==> config.mk <==
export PLATFORM = sky130hd
export DESIGN_NAME = mem_arbiter
export DESIGN_NICKNAME = d
export VERILOG_FILES = /design/src/rtl/mem_arbiter_pkg.sv /design/src/rtl/mem_arbiter_pick.sv /design/src/rtl/mem_arbiter.sv
export SDC_FILE = /design/constraint.sdc
export NUM_CORES = 1
export LEC_CHECK = 0
export BUFFER_PORTS_ARGS = -buffer_cell sky130_fd_sc_hd__buf_2
export CELL_PAD_IN_SITES_DETAIL_PLACEMENT = 1
export CELL_PAD_IN_SITES_GLOBAL_PLACEMENT = 1
export CORE_AREA = 5 5 268 270
export DETAILED_ROUTE_END_ITERATION = 8
export DIE_AREA = 0 0 273 275
export PLACE_DENSITY_LB_ADDON = 0.08
export SYNTH_ARGS = -nofsm -noshare
export SYNTH_HDL_FRONTEND = slang
export SYNTH_SLANG_ARGS = --single-unit
export TNS_END_PERCENT = 5
==> constraint.sdc <==
create_clock -name clk -period 11.3 [get_ports clk]
set_input_delay 0.565 -clock clk [delete_from_list [all_inputs] [get_ports clk]]
set_output_delay 0.565 -clock clk [all_outputs]
set_load 0.02 [all_outputs]
==> src/rtl/mem_arbiter_pkg.sv <==
// -----------------------------------------------------------------------------
// mem_arbiter_pkg
// Shared types for the L1/L2 memory arbiter.
//   lc3b_line        : one cache line (128 bits)
//   mem_arb_state_t  : arbiter FSM states
//   mem_arb_src_t    : which L1 requester owns the L2 port
// -----------------------------------------------------------------------------
package mem_arbiter_pkg;

    localparam int LC3B_LINE_W = 128;

    typedef logic [LC3B_LINE_W-1:0] lc3b_line;

    typedef enum logic [1:0] {
        IDLE    = 2'd0,
        SERVE_I = 2'd1,
        SERVE_D = 2'd2,
        DONE    = 2'd3
    } mem_arb_state_t;

    typedef enum logic {
        SRC_I = 1'b0,
        SRC_D = 1'b1
    } mem_arb_src_t;

endpackage

==> src/rtl/mem_arbiter_pick.sv <==
// -----------------------------------------------------------------------------
// mem_arbiter_pick
// Combinational winner select for the L2 port.
// Default build: D has priority unless the starvation counter has reached
// STARVE_MAX while both sides are pending, in which case I wins.
// With MEM_ARB_RR_EN defined: on conflict the side not granted last wins.
// Ports:
//   i_req       in  I-cache request pending
//   d_req       in  D-cache request pending (read or write)
//   starve_cnt  in  consecutive conflicting D grants (default build only)
//   last_grant  in  source of the previous grant (MEM_ARB_RR_EN build only)
//   grant       out chosen source (meaningful only when a request is pending)
// -----------------------------------------------------------------------------
module mem_arbiter_pick
    import mem_arbiter_pkg::*;
#(
    parameter int STARVE_MAX = 3,
    parameter int CNT_W      = $clog2(STARVE_MAX + 1)
) (
    input  logic              i_req,
    input  logic              d_req,
`ifdef MEM_ARB_RR_EN
    input  mem_arb_src_t      last_grant,
`else
    input  logic [CNT_W-1:0]  starve_cnt,
`endif
    output mem_arb_src_t      grant
);

    // Winner selection; only a conflict consults the fairness state.
    always_comb begin
        grant = SRC_I;
        if (i_req && d_req) begin
`ifdef MEM_ARB_RR_EN
            if (last_grant == SRC_I) begin
                grant = SRC_D;
            end else begin
                grant = SRC_I;
            end
`else
            if (starve_cnt == CNT_W'(STARVE_MAX)) begin
                grant = SRC_I;
            end else begin
                grant = SRC_D;
            end
`endif
        end else if (d_req) begin
            grant = SRC_D;
        end else begin
            grant = SRC_I;
        end
    end

endmodule

==> src/rtl/mem_arbiter.sv <==
// -----------------------------------------------------------------------------
// mem_arbiter
// Shares the single L2 port between the I-cache (read-only) and the D-cache
// (read/write). One line transaction at a time: IDLE picks a winner and
// captures its address/op/data, SERVE_x holds the L2 strobe until l2_resp,
// DONE pulses the winner's resp for one cycle and lets it drop its request.
// Build option: define MEM_ARB_RR_EN for round-robin arbitration instead of
// fixed D priority with a starvation counter.
// Ports:
//   clk, reset                 clock, asynchronous active-high reset
//   i_addr, i_read             I-cache request
//   i_rdata, i_resp            I-cache returned line and completion pulse
//   d_addr, d_read, d_write,
//   d_wdata                    D-cache request (write wins if both set)
//   d_rdata, d_resp            D-cache returned line and completion pulse
//   l2_addr, l2_read, l2_write,
//   l2_wdata                   registered L2 command
//   l2_rdata, l2_resp          L2 returned line and completion
// -----------------------------------------------------------------------------
module mem_arbiter
    import mem_arbiter_pkg::*;
#(
    parameter int ADDR_W     = 16,
    parameter int LINE_W     = 128,
    parameter int STARVE_MAX = 3
) (
    input  logic              clk,
    input  logic              reset,
    input  logic [ADDR_W-1:0] i_addr,
    input  logic              i_read,
    output logic [LINE_W-1:0] i_rdata,
    output logic              i_resp,
    input  logic [ADDR_W-1:0] d_addr,
    input  logic              d_read,
    input  logic              d_write,
    input  logic [LINE_W-1:0] d_wdata,
    output logic [LINE_W-1:0] d_rdata,
    output logic              d_resp,
    output logic [ADDR_W-1:0] l2_addr,
    output logic              l2_read,
    output logic              l2_write,
    output logic [LINE_W-1:0] l2_wdata,
    input  logic [LINE_W-1:0] l2_rdata,
    input  logic              l2_resp
);

    localparam int CNT_W = $clog2(STARVE_MAX + 1);

    mem_arb_state_t    state_r;
    mem_arb_state_t    next_state_s;
    mem_arb_src_t      pick_s;
    logic              i_req_s;
    logic              d_req_s;
    logic              grant_s;
    logic              win_d_s;
    logic [ADDR_W-1:0] l2_addr_r;
    logic [LINE_W-1:0] l2_wdata_r;
    logic              l2_read_r;
    logic              l2_write_r;
    logic [LINE_W-1:0] i_rdata_r;
    logic [LINE_W-1:0] d_rdata_r;
    logic              i_resp_r;
    logic              d_resp_r;

    assign i_req_s = i_read;
    assign d_req_s = d_read | d_write;
    // Requests are only sampled in IDLE; everywhere else they are ignored.
    assign grant_s = (state_r == IDLE) && (i_req_s || d_req_s);
    assign win_d_s = (pick_s == SRC_D);

`ifdef MEM_ARB_RR_EN
    mem_arb_src_t last_grant_r;

    // Remember who was granted last so the other side wins the next conflict.
    always_ff @(posedge clk or posedge reset) begin
        if (reset) begin
            last_grant_r <= SRC_I;
        end else if (grant_s) begin
            last_grant_r <= pick_s;
        end
    end

    mem_arbiter_pick #(.STARVE_MAX(STARVE_MAX)) u_pick (
        .i_req      (i_req_s),
        .d_req      (d_req_s),
        .last_grant (last_grant_r),
        .grant      (pick_s)
    );
`else
    logic [CNT_W-1:0] starve_cnt_r;

    // Count D grants made while I is waiting; any I grant clears it.
    always_ff @(posedge clk or posedge reset) begin
        if (reset) begin
            starve_cnt_r <= CNT_W'(0);
        end else if (grant_s) begin
            if (!win_d_s) begin
                starve_cnt_r <= CNT_W'(0);
            end else if (i_req_s && (starve_cnt_r != CNT_W'(STARVE_MAX))) begin
                starve_cnt_r <= starve_cnt_r + CNT_W'(1);
            end
        end
    end

    mem_arbiter_pick #(.STARVE_MAX(STARVE_MAX)) u_pick (
        .i_req      (i_req_s),
        .d_req      (d_req_s),
        .starve_cnt (starve_cnt_r),
        .grant      (pick_s)
    );
`endif

    // FSM state register.
    always_ff @(posedge clk or posedge reset) begin
        if (reset) begin
            state_r <= IDLE;
        end else begin
            state_r <= next_state_s;
        end
    end

    // FSM next-state logic.
    always_comb begin
        next_state_s = state_r;
        case (state_r)
            IDLE: begin
                if (grant_s) begin
                    next_state_s = win_d_s ? SERVE_D : SERVE_I;
                end else begin
                    next_state_s = IDLE;
                end
            end
            SERVE_I, SERVE_D: begin
                if (l2_resp) begin
                    next_state_s = DONE;
                end else begin
                    next_state_s = state_r;
                end
            end
            DONE:    next_state_s = IDLE;
            default: next_state_s = IDLE;
        endcase
    end

    // Command capture at grant, strobe hold until l2_resp, read-data return.
    always_ff @(posedge clk or posedge reset) begin
        if (reset) begin
            l2_addr_r  <= {ADDR_W{1'b0}};
            l2_wdata_r <= {LINE_W{1'b0}};
            l2_read_r  <= 1'b0;
            l2_write_r <= 1'b0;
            i_rdata_r  <= {LINE_W{1'b0}};
            d_rdata_r  <= {LINE_W{1'b0}};
            i_resp_r   <= 1'b0;
            d_resp_r   <= 1'b0;
        end else begin
            i_resp_r <= 1'b0;
            d_resp_r <= 1'b0;
            case (state_r)
                IDLE: begin
                    if (grant_s) begin
                        l2_addr_r  <= win_d_s ? d_addr : i_addr;
                        // A combined read+write from D is a writeback.
                        l2_write_r <= win_d_s & d_write;
                        l2_read_r  <= ~(win_d_s & d_write);
                        if (win_d_s) begin
                            l2_wdata_r <= d_wdata;
                        end
                    end
                end
                SERVE_I, SERVE_D: begin
                    if (l2_resp) begin
                        l2_read_r  <= 1'b0;
                        l2_write_r <= 1'b0;
                        if (state_r == SERVE_I) begin
                            i_resp_r <= 1'b1;
                            if (l2_read_r) begin
                                i_rdata_r <= l2_rdata;
                            end
                        end else begin
                            d_resp_r <= 1'b1;
                            if (l2_read_r) begin
                                d_rdata_r <= l2_rdata;
                            end
                        end
                    end
                end
                DONE: begin
                    l2_read_r  <= 1'b0;
                    l2_write_r <= 1'b0;
                end
                default: begin
                    l2_read_r  <= 1'b0;
                    l2_write_r <= 1'b0;
                end
            endcase
        end
    end

    assign l2_addr  = l2_addr_r;
    assign l2_wdata = l2_wdata_r;
    assign l2_read  = l2_read_r;
    assign l2_write = l2_write_r;
    assign i_rdata  = i_rdata_r;
    assign d_rdata  = d_rdata_r;
    assign i_resp   = i_resp_r;
    assign d_resp   = d_resp_r;

endmodule
==> summary.txt, run 1 <==
Worst setup path
  • Largest fanout on the critical path: 137
  • CP required: around 12 ns
  • Startpoint types: flop
  • CP Launch Point: state_r[0]
  • Crit path DAT: roughly 3.5 ns
  • Worst Setup End Kind: flop
  • Reg2reg setup slack: between 8 and 9 ns
  • Worst r2r dst: l2_wdata[79]
  • Reg2Reg Depth: 6
  • R2R Path Start: state_r[0]
  • Critical path class: flop to flop

Clock network
  • Sink Count: roughly 410
  • H-tree Lvls: 2
  • Setup Fix Bufs, Post-CTS: 0
  • Maximum root-to-sink buffer count: 3
  • Clk Latency, worst-skew pair: 0.58 ns
  • TritonCTS clock tree: done
  • Clock root buffer: clkbuf_16
  • Worst-path clk slew: ~0.06 ns
  • Total CTS buffers: 51
  • Post-CTS sizing: 0
  • Hold_buf cts: 0

Finish
  • Share of post-route cells with drive strength above 1: between 70% and 80%
  • Most frequent cells in the layout: buf_2 (697), dfrtp_1 (408), mux2_2 (385)
  • Area grow syn2layout: 40.3%
  • Leading cell type in the layout, fill and taps excluded: buf_2
  • Cell area after layout: between 0.02 and 0.025 mm2
  • Final core occ: 31.1%
  • Fin cells: 2615
  • Fillers: approximately 7500
  • Fin nets: 1914

Synth
  • Mapped Nets: 1203
  • Synthesized area per cell: 17.0 um2
  • Post-synthesis sequential area ratio: 66.4%
  • Post-synthesis cell area: 0.0154 mm2
  • Cell count after synthesis: 906
  • Synth warnings: 0
  • #FFs+latches synth: 408
  • Post-synthesis cell type count: 27

Place
  • Placed inst area: roughly 0.020 mm2
  • Port bufs: 697
  • Final GP Congestion: roughly 0.76
  • Placed cell count: 2504
  • Dpl ws: between 7 and 8 ns
  • DP Wirelength: 44500 um

Drt
  • Post-route ant nets: 0
  • Via-per-instance ratio: 4.07
  • Routed WL: between 50000 and 60000 um
  • DR DRC count: 0
  • Drt first-iter violations: 173
  • Wire per inst: around 22 um
  • Via count: 10600
  • DR pass1 iterations: 4

Pwr
  • Pwr Density: 331 mW/mm2
  • Cell leakage power: ~11 nW
  • Worst VDD drop: 0.000166 V
  • Overall power: 7.13 mW

Global route
  • Initial antenna violation count: 21
  • Largest net degree at the start of global routing: 138
  • First-pass GRT wire length: 83700 um
  • Vias in the first global route: 12000
  • Total GRT Usage: between 10% and 20%
  • GRT overflow: 0

Min path
  • Type of the tightest min-delay check: input pin to async pin

Timing
  • Fin crit share: 27.0%
  • Worst Skew: between 0.01 and 0.015 ns
  • Slew Limit Fails: 0
  • Relative slew slack: 18.7%
  • Final WS setup: 8.25 ns
  • RSZ-0062 raised after global routing: no
  • Fmax: 328 MHz
  • Final min period: 3.05 ns
  • Total negative slack: 0 ns
  • Setup violators final: 0
  • Worst hold slack: between 0.2 and 0.25 ns
  • Fin. Hold Viols: 0
  • Worst Tran Pin Value: 1.22 ns

Die
  • Die height: approximately 280 um
  • Starting Density: 22.2%
  • Die Footprint: 0.0751 mm2
  • FP Rows: 97
  • I/O pin cnt: ~700
  • Core Region: just under 0.07 mm2
  • Die width: 273 um

Run status
  • Status: finished clean

Job
  • Max-cap violations: 0
routing by layer:
metal	track usage, %	routed length, um	up-vias
met3	5.02	4230	90
met1	15.1	19800	5518
met2	28.1	32800	318
met4	6.09	1820	4
li1	-	-	4715
met5	0	14	-
sequential cells by signal, summed over array words and instances (netlist names):
name / cells
d_rdata: 128
d_resp: 1
i_rdata: 128
i_resp: 1
l2_addr: 16
l2_read: 1
l2_wdata: 128
l2_write: 1
starve_cnt_r: 2
state_r: 2
critical path: stages, from the launching register on:
cell and delay (ns):
dfrtp_1 0.38, inv_1 0.08, ha_1 0.60, o21ai_0 0.29
a21oi_4 0.39, buf_12 0.57, mux2_2 0.42
Yosys cell counts:
| cell | count | share of area, % |
|---|---|---|
| nand2_1 | 1 | 0.024 |
| o32ai_1 | 1 | 0.057 |
| nand2b_1 | 1 | 0.041 |
| and2_1 | 1 | 0.041 |
| o21ai_0 | 2 | 0.065 |
| nor2_1 | 1 | 0.024 |
| a21oi_1 | 2 | 0.065 |
| a2bb2oi_1 | 2 | 0.11 |
| buf_4 | 5 | 0.24 |
| nor2b_1 | 2 | 0.081 |
| o21bai_1 | 1 | 0.049 |
| a32o_1 | 1 | 0.065 |
| mux2_2 | 385 | 28 |
| ha_1 | 3 | 0.24 |
| buf_2 | 31 | 1.0 |
| and4_1 | 16 | 0.91 |
| and3b_1 | 1 | 0.057 |
| nand4b_1 | 1 | 0.057 |
| dfrtp_1 | 408 | 66 |
| inv_1 | 5 | 0.12 |
| nand3b_1 | 1 | 0.049 |
| buf_6 | 10 | 0.73 |
| a21boi_0 | 2 | 0.098 |
| nand3_1 | 1 | 0.033 |
| nor3_1 | 1 | 0.033 |
| clkbuf_1 | 5 | 0.12 |
| a221o_1 | 16 | 1.0 |
area by class of cell:
class | instances | area (um2) | share of cell area (%)
tap | 940 | 1180 | 5.45
inverter | 5 | 22.5 | 0.104
multi-input combinational | 442 | 4840 | 22.5
clock buffer | 79 | 1540 | 7.15
timing repair buffer | 709 | 3590 | 16.6
clock inverter | 14 | 143 | 0.661
sequential | 408 | 10200 | 47.3
antenna | 18 | 45.0 | 0.209
where the power goes:
part           total, mW  internal [mW]  switching, mW  leakage, nW
combinational       3.01           1.20           1.81         4.94
clock               1.62          0.979          0.643        0.839
sequential          2.50           2.17          0.332         5.03
total               7.13           4.35           2.79         10.8
kinds of logic after synthesis:
family          count (synthesis)  share of synthesized area, %
flops                         408                          66.4
fa+ha+maj                       3                         0.244
buf+inv                        56                          2.23
mux                           385                          28.2
compound gates                 27                          1.55
simple gates                   27                          1.35
how the worst max path moves through the flow:
stage,to
6_report,l2_wdata[79]
5_1_grt,l2_wdata[77]
4_1_cts,l2_wdata[24]
3_5_place_dp,l2_wdata[115]
3_3_place_gp,l2_wdata[115]
2_1_floorplan,d_rdata[0]
Note: power is estimated with default switching activity, not from simulation.
==> run 2, diff against run 1 <==
- ABC_AREA: unset -> 1
- CORE_AREA: 5 5 268 270 -> 5 5 265 267
- DIE_AREA: 0 0 273 275 -> 0 0 270 272
- clock period: 11.3 -> 2.4 ns (I/O delays scaled with it)
==> run 2 against run 1 <==
Effect of this change:
- setup slack worse by 8.0 ns
- combinational power grew to 4.8 times the previous value
- sequential share of layout area is 5.9 points lower
- synthesized cell count is 84% higher
- sequential power grew to 4.8 times the previous value
- maximum frequency is 41% higher
- count of clock-buffer cells in the layout is 4 lower
- global-route usage is 2.9 points higher
- die area is 2.2% lower
- via count is 39% higher
- utilization is 5.2 points higher
- largest power group unchanged
==> summary.txt, run 2 <==
Run status
  • Status: finished clean

Synth
  • Multiplexer share of the synthesized area: 0% (-28 points)
  • Synth Area in Compound Gates: 8.45% (+6.9 points)
  • Yosys top cell area share: 66.1% (-0.33 points)
  • Main combinational cell family by area after synthesis: simple AND/OR/NAND/NOR gates
  • Synth Flop Type: dfrtp_1
  • Adder-cell share of the synthesized area: 0.243% (-0.0012 points)
  • Synthesized area per cell: 9.26 um2 (-45%)
  • #FFs+latches synth: 408 (unchanged)
  • Post-synthesis cell area: 0.0154 mm2 (+0.50%)
  • Leading area contributor after synthesis: dfrtp_1
  • Most common library cells after synthesis: nand2_1 (737), dfrtp_1 (408), o21ai_0 (240), inv_1 (138), buf_2 (47)
  • Post-synthesis sequential area ratio: 66.1% (-0.33 points)
  • Async SR Flop Fraction: 100% (unchanged)
  • Synth warnings: 0 (unchanged)
  • Most common cell in the netlist: nand2_1
  • Main area contributors after synthesis: dfrtp_1 (66%), nand2_1 (18%), o21ai_0 (7.8%)
  • Post-Synth XOR/XNOR Area: 0% (unchanged)
  • Cell count after synthesis: 1669 (+84%)
  • EDFF count, synth: 0 (unchanged)
  • Mapped Nets: 1966 (+63%)
  • Post-synthesis cell type count: 18 (-33%)
  • Synth Area in Simple Gates: 18.9% (+18 points)

Timing
  • Worst Skew: 0.0201 ns (+0.00813 ns)
  • Total negative slack: 0 ns (unchanged)
  • Fin crit share: 89.9% (+63 points)
  • Fin. Hold Viols: 0 (unchanged)
  • Relative slew slack: 56.3% (+38 points)
  • Final WS setup: 0.244 ns (-8.01 ns)
  • Final min period: 2.16 ns (-0.893 ns)
  • RSZ-0062 raised after global routing: no
  • Fmax: 464 MHz (+41%)
  • Worst Tran Pin Value: 0.655 ns (-0.562 ns)
  • Setup violators final: 0 (unchanged)
  • Slew Limit Fails: 0 (unchanged)

Die
  • Starting Density: 22.8% (+0.58 points)
  • I/O pin cnt: 698 (unchanged)
  • FP Rows: 96 (-1.0%)
  • Die height: 272 um (-1.1%)
  • Die width: 270 um (-1.1%)
  • Core Region: 0.0679 mm2 (-2.1%)
  • Die Footprint: 0.0734 mm2 (-2.2%)

Finish
  • Area grow syn2layout: 59.4%
  • Share of post-route cells with drive strength above 1: 30.4% (-41 points)
  • Fillers: 7992 (+6.2%)
  • Most frequent cells in the layout: nand2_1 (735), buf_2 (697), dfrtp_1 (408)
  • Leading cell type in the layout, fill and taps excluded: nand2_1
  • Fin nets: 2950 (+54%)

Clock network
  • Clock root buffer: clkbuf_16
  • Clk Latency, worst-skew pair: 0.57 ns (about the same)
  • Sink Count: 408 (unchanged)
  • Worst-path clk slew: 0.06 ns (about the same)
  • Total CTS buffers: 49 (-3.9%)
  • Setup Fix Bufs, Post-CTS: 0 (unchanged)
  • TritonCTS clock tree: done
  • H-tree Lvls: 2 (unchanged)
  • Maximum root-to-sink buffer count: 3 (unchanged)

Drt
  • Post-route ant nets: 0 (unchanged)
  • Routed WL: 67600 um (+15%)
  • DR DRC count: 0 (unchanged)
  • Drt first-iter violations: 674 (+290%)
  • DR pass1 iterations: 5 (+1)
  • Wire per inst: 18.9 um (-16%)
  • Via-per-instance ratio: 4.12 (+1.2%)
  • Via count: 14700 (+39%)

Place
  • DP Wirelength: 50500 um (+14%)
  • Dpl ws: 0.504 ns (-7.42 ns)
  • Port bufs: 697 (unchanged)
  • Final GP Congestion: 0.804 (+5.8%)

Pwr
  • Overall power: 33.6 mW (+370%)
  • Worst VDD drop: 0.000623 V (+280%)
  • Pwr Density: 1370 mW/mm2 (+310%)
  • Cell leakage power: 13.6 nW (+26%)

Worst setup path
  • Largest fanout on the critical path: 19 (-86%)
  • Startpoint types: flop
  • Critical path class: flop to flop
  • CP required: 2.85 ns (-8.91 ns)
  • Worst Setup End Kind: flop
  • Crit path DAT: 2.60 ns (-0.91 ns)

Global route
  • Vias in the first global route: 16300 (+36%)
  • GRT overflow: 0 (unchanged)
  • Total GRT Usage: 17.8% (+2.9 points)
  • Largest net degree at the start of global routing: 130 (-5.8%)
  • First-pass GRT wire length: 103000 um (+23%)
  • Initial antenna violation count: 10 (-52%)

Job
  • Max-cap violations: 0 (unchanged)

Min path
  • Type of the tightest min-delay check: input pin to async pin
==> run 2: area by class of cell <==
type	instances	area, um2	area share [%]
Inverter	140	532	2.16
Tap cell	882	1100	4.48
Antenna cell	8	20.0	0.0813
Sequential cell	408	10200	41.4
Timing Repair Buffer	1024	6880	27.9
Clock buffer	75	1510	6.11
Clock inverter	11	96.3	0.391
Multi-Input combinational cell	1030	4290	17.4
==> run 2: final timing paths <==
kind                                  from            to  slack (ns)  cells after the start
max                        starve_cnt_r[0]   l2_addr[13]        0.24                      9
min                                  reset   i_rdata[97]        0.12                      3
max reg2reg                starve_cnt_r[0]   l2_addr[13]        0.24                      9
min reg2reg                   l2_wdata[36]  l2_wdata[36]        0.47                      2
max in group asynchronous            reset   d_rdata[44]        1.41                      5
min in group clk               d_wdata[72]  l2_wdata[72]        0.28                      4
==> run 2: per-layer routing <==
layer / vias to the layer above / global-route usage (%) / part of all wire (%)
li1: 7119 / - / -
met1: 7057 / 20.5 / 39
met2: 470 / 31.3 / 49
met3: 94 / 6.91 / 8.9
met4: 4 / 4.51 / 2.6
met5: - / 0 / 0.040
==> run 2: through the flow <==
step	area [um2]	std cells	hold slack, ns	utilization (%)
floorplan	15500	1669	0.230	-
finish	24600	3578	0.124	36.3
global placement	20100	3191	0.168	29.6
detailed placement	20100	3191	0.173	29.6
global route	24600	3578	0.115	36.3
CTS	24600	3570	0.0942	36.3
==> run 2: cells by family after synthesis <==
family,Yosys count
AND/OR/NAND/NOR,766
adder cells (fa/ha/maj),3
buffers and inverters,231
AO/OA/AOI/OAI,261
flip-flops,408
==> run 2: power by group <==
group	leakage, nW	internal [mW]	switching [mW]	total [mW]
Sequential	5.17	10.1	1.76	11.9
Clock	0.791	4.40	3.00	7.40
Combinational	7.67	4.51	9.82	14.3
==> run 2: what timing repair did <==
item                       4_1_cts  5_1_grt
hold buffers                   293        0
setup endpoints to repair        0       16
gates resized for setup          0        1
hold endpoints to repair       573        0
==> run 2: critical path: stages, from the launching register on <==
cell	delay [ns]
dfrtp_1	0.40
ha_1	0.20
nand2_1	0.12
buf_4	0.28
nand2_4	0.19
nand2_1	0.12
nand2_1	0.05
dlygate4sd3_1	0.55
nand2_1	0.07
nand2_1	0.06
==> run 3, diff against run 2 <==
- clock period: 2.4 -> 2.61 ns (I/O delays scaled with it)
==> run 3 against run 2 <==
Effect of this change:
- non-clock buffer count decreased by 1
- critical path type unchanged
- sequential share of layout area shrank 0.10 points
- hold slack better by 0.075 ns
- sequential power decreased by 8%
- clock skew fell by 0.0024 ns
==> summary.txt, run 3 (synthesis results as in run 2) <==
Run status
  • Status: finished clean

Worst setup path
  • Reg2reg setup slack: 0.35 ns (+0.11 ns)
  • Crit path DAT: 2.72 ns (+0.12 ns)
  • Worst r2r dst: l2_addr[15]
  • Worst Setup End Kind: flop
  • Startpoint types: flop
  • CP required: 3.07 ns (+0.22 ns)
  • Reg2Reg Depth: 9 (unchanged)
  • Largest fanout on the critical path: 19 (unchanged)
  • Critical path class: flop to flop
  • R2R Path Start: starve_cnt_r[0]

Place
  • Final GP Congestion: 0.794 (-1.1%)
  • DP Wirelength: 49800 um (-1.5%)
  • Placed cell count: 3190 (-0.031%)
  • Placed inst area: 0.0200 mm2 (-0.16%)
  • Dpl ws: 0.580 ns (+0.0762 ns)
  • Port bufs: 697 (unchanged)

Clock network
  • Worst-path clk slew: 0.06 ns (about the same)
  • Setup Fix Bufs, Post-CTS: 0 (unchanged)
  • Clock root buffer: clkbuf_16
  • Post-CTS sizing: 0 (unchanged)
  • H-tree Lvls: 2 (unchanged)
  • Total CTS buffers: 51 (+4.1%)
  • Sink Count: 408 (unchanged)
  • TritonCTS clock tree: done
  • Maximum root-to-sink buffer count: 3 (unchanged)
  • Clk Latency, worst-skew pair: 0.59 ns (+0.02 ns)

Timing
  • Relative slew slack: 58.6% (+2.3 points)
  • Final WS setup: 0.350 ns (+0.106 ns)
  • Setup violators final: 0 (unchanged)
  • Fin. Hold Viols: 0 (unchanged)
  • Final min period: 2.26 ns (+0.104 ns)
  • Slew Limit Fails: 0 (unchanged)
  • RSZ-0062 raised after global routing: no
  • Fin crit share: 86.6% (-3.2 points)
  • Worst Tran Pin Value: 0.619 ns (-0.0362 ns)
  • Worst Skew: 0.0177 ns (-0.00240 ns)
  • Worst hold slack: 0.200 ns (+0.0752 ns)
  • Fmax: 442 MHz (-4.6%)

Global route
  • Largest net degree at the start of global routing: 107 (-18%)
  • Total GRT Usage: 17.6% (-0.24 points)
  • First-pass GRT wire length: 101000 um (-1.2%)
  • Initial antenna violation count: 5 (-5)
  • GRT overflow: 0 (unchanged)
  • Vias in the first global route: 16200 (-0.14%)

Finish
  • Most frequent cells in the layout: nand2_1 (735), buf_2 (697), dfrtp_1 (408)
  • Share of post-route cells with drive strength above 1: 30.4% (-0.079 points)
  • Cell area after layout: 0.0247 mm2 (+0.24%)
  • Register Area: 0.0102 mm2 (unchanged)
  • Fillers: 8040 (+0.60%)
  • Fin nets: 2951 (+0.034%)
  • Multi-input gate area: 0.00428 mm2 (-0.12%)
  • Fin cells: 3581 (+0.084%)
  • Leading cell type in the layout, fill and taps excluded: nand2_1
  • Area grow syn2layout: 59.8%

Die
  • Core Region: 0.0679 mm2 (unchanged)
  • I/O pin cnt: 698 (unchanged)
  • FP Rows: 96 (unchanged)
  • Starting Density: 22.8% (unchanged)
  • Die Footprint: 0.0734 mm2 (unchanged)
  • Die width: 270 um (unchanged)
  • Die height: 272 um (unchanged)

Drt
  • Post-route ant nets: 0 (unchanged)
  • Routed WL: 66900 um (-1.1%)
  • Wire per inst: 18.7 um (-1.1%)
  • Via count: 14800 (+0.39%)
  • Drt first-iter violations: 668 (-0.89%)
  • DR pass1 iterations: 5 (unchanged)
  • Via-per-instance ratio: 4.13 (+0.31%)
  • DR DRC count: 0 (unchanged)

Min path
  • Type of the tightest min-delay check: input pin to async pin

Pwr
  • Worst VDD drop: 0.000542 V (-13%)
  • Cell leakage power: 13.7 nW (+0.25%)
  • Pwr Density: 1270 mW/mm2 (-7.2%)

Job
  • Max-cap violations: 0 (unchanged)
[run 3: cell count changes in the layout (fill, tap and decap cells not counted), moves of 2 or more]
cell       delta
buf_12        -2
clkbuf_8      -5
bufinv_16     +3
diode_2       -4
clkbuf_1      +7
clkbuf_16     +2
[run 3: layer usage]
layer / vias to the layer above / share of wire (%) / global-route usage, %
met3: 83 / 8.2 / 6.63
met4: 2 / 2.4 / 4.42
met1: 7157 / 40 / 20.4
met2: 433 / 50 / 30.8
met5: - / 0.019 / 0
li1: 7127 / - / -
[run 3: worst max-delay path, stage by stage, from the launching register on]
cell and delay, ns:
dfrtp_1 0.39, ha_1 0.21, nand2_1 0.12, buf_4 0.26, nand2_2 0.27, nand2_1 0.15
nand2_1 0.06, dlygate4sd3_1 0.56, nand2_1 0.07, nand2_1 0.05
[run 3: timing repair]
item                                   CTS  global route
endpoints found under the hold margin  421             0
hold buffers                           293             0
setup endpoints to repair                0             0
[run 3: area by class of cell]
class                           instances  share of cell area, %
Sequential cell                       408                   41.3
Timing Repair Buffer                 1023                   27.7
Multi-Input combinational cell       1030                   17.3
Clock buffer                           79                   6.13
Tap cell                              882                   4.47
Inverter                              140                   2.15
Clock inverter                         15                  0.796
Antenna cell                            4                 0.0405
[run 3: worst max path at each step]
stage | from | to
floorplan | reset | d_rdata[0]
CTS | starve_cnt_r[0] | l2_addr[4]
detailed placement | state_r[0] | d_rdata[24]
global route | starve_cnt_r[0] | l2_addr[4]
finish | starve_cnt_r[0] | l2_addr[15]
global placement | state_r[0] | d_rdata[14]
[run 3: stage by stage]
step,util (%),total power [mW],TNS [ns]
2_1_floorplan,-,18.2,-1231.41
3_3_place_gp,29.5,23.8,0
3_5_place_dp,29.5,24.0,0
4_1_cts,36.4,31.9,0
5_1_grt,36.4,33.4,0
6_report,36.4,31.3,0
[run 3: power by group]
part | switching, mW | internal, mW | leakage, nW
Combinational | 9.04 | 4.13 | 7.66
Sequential | 1.58 | 9.31 | 5.17
Clock | 2.83 | 4.37 | 0.838
Total | 13.4 | 17.8 | 13.7
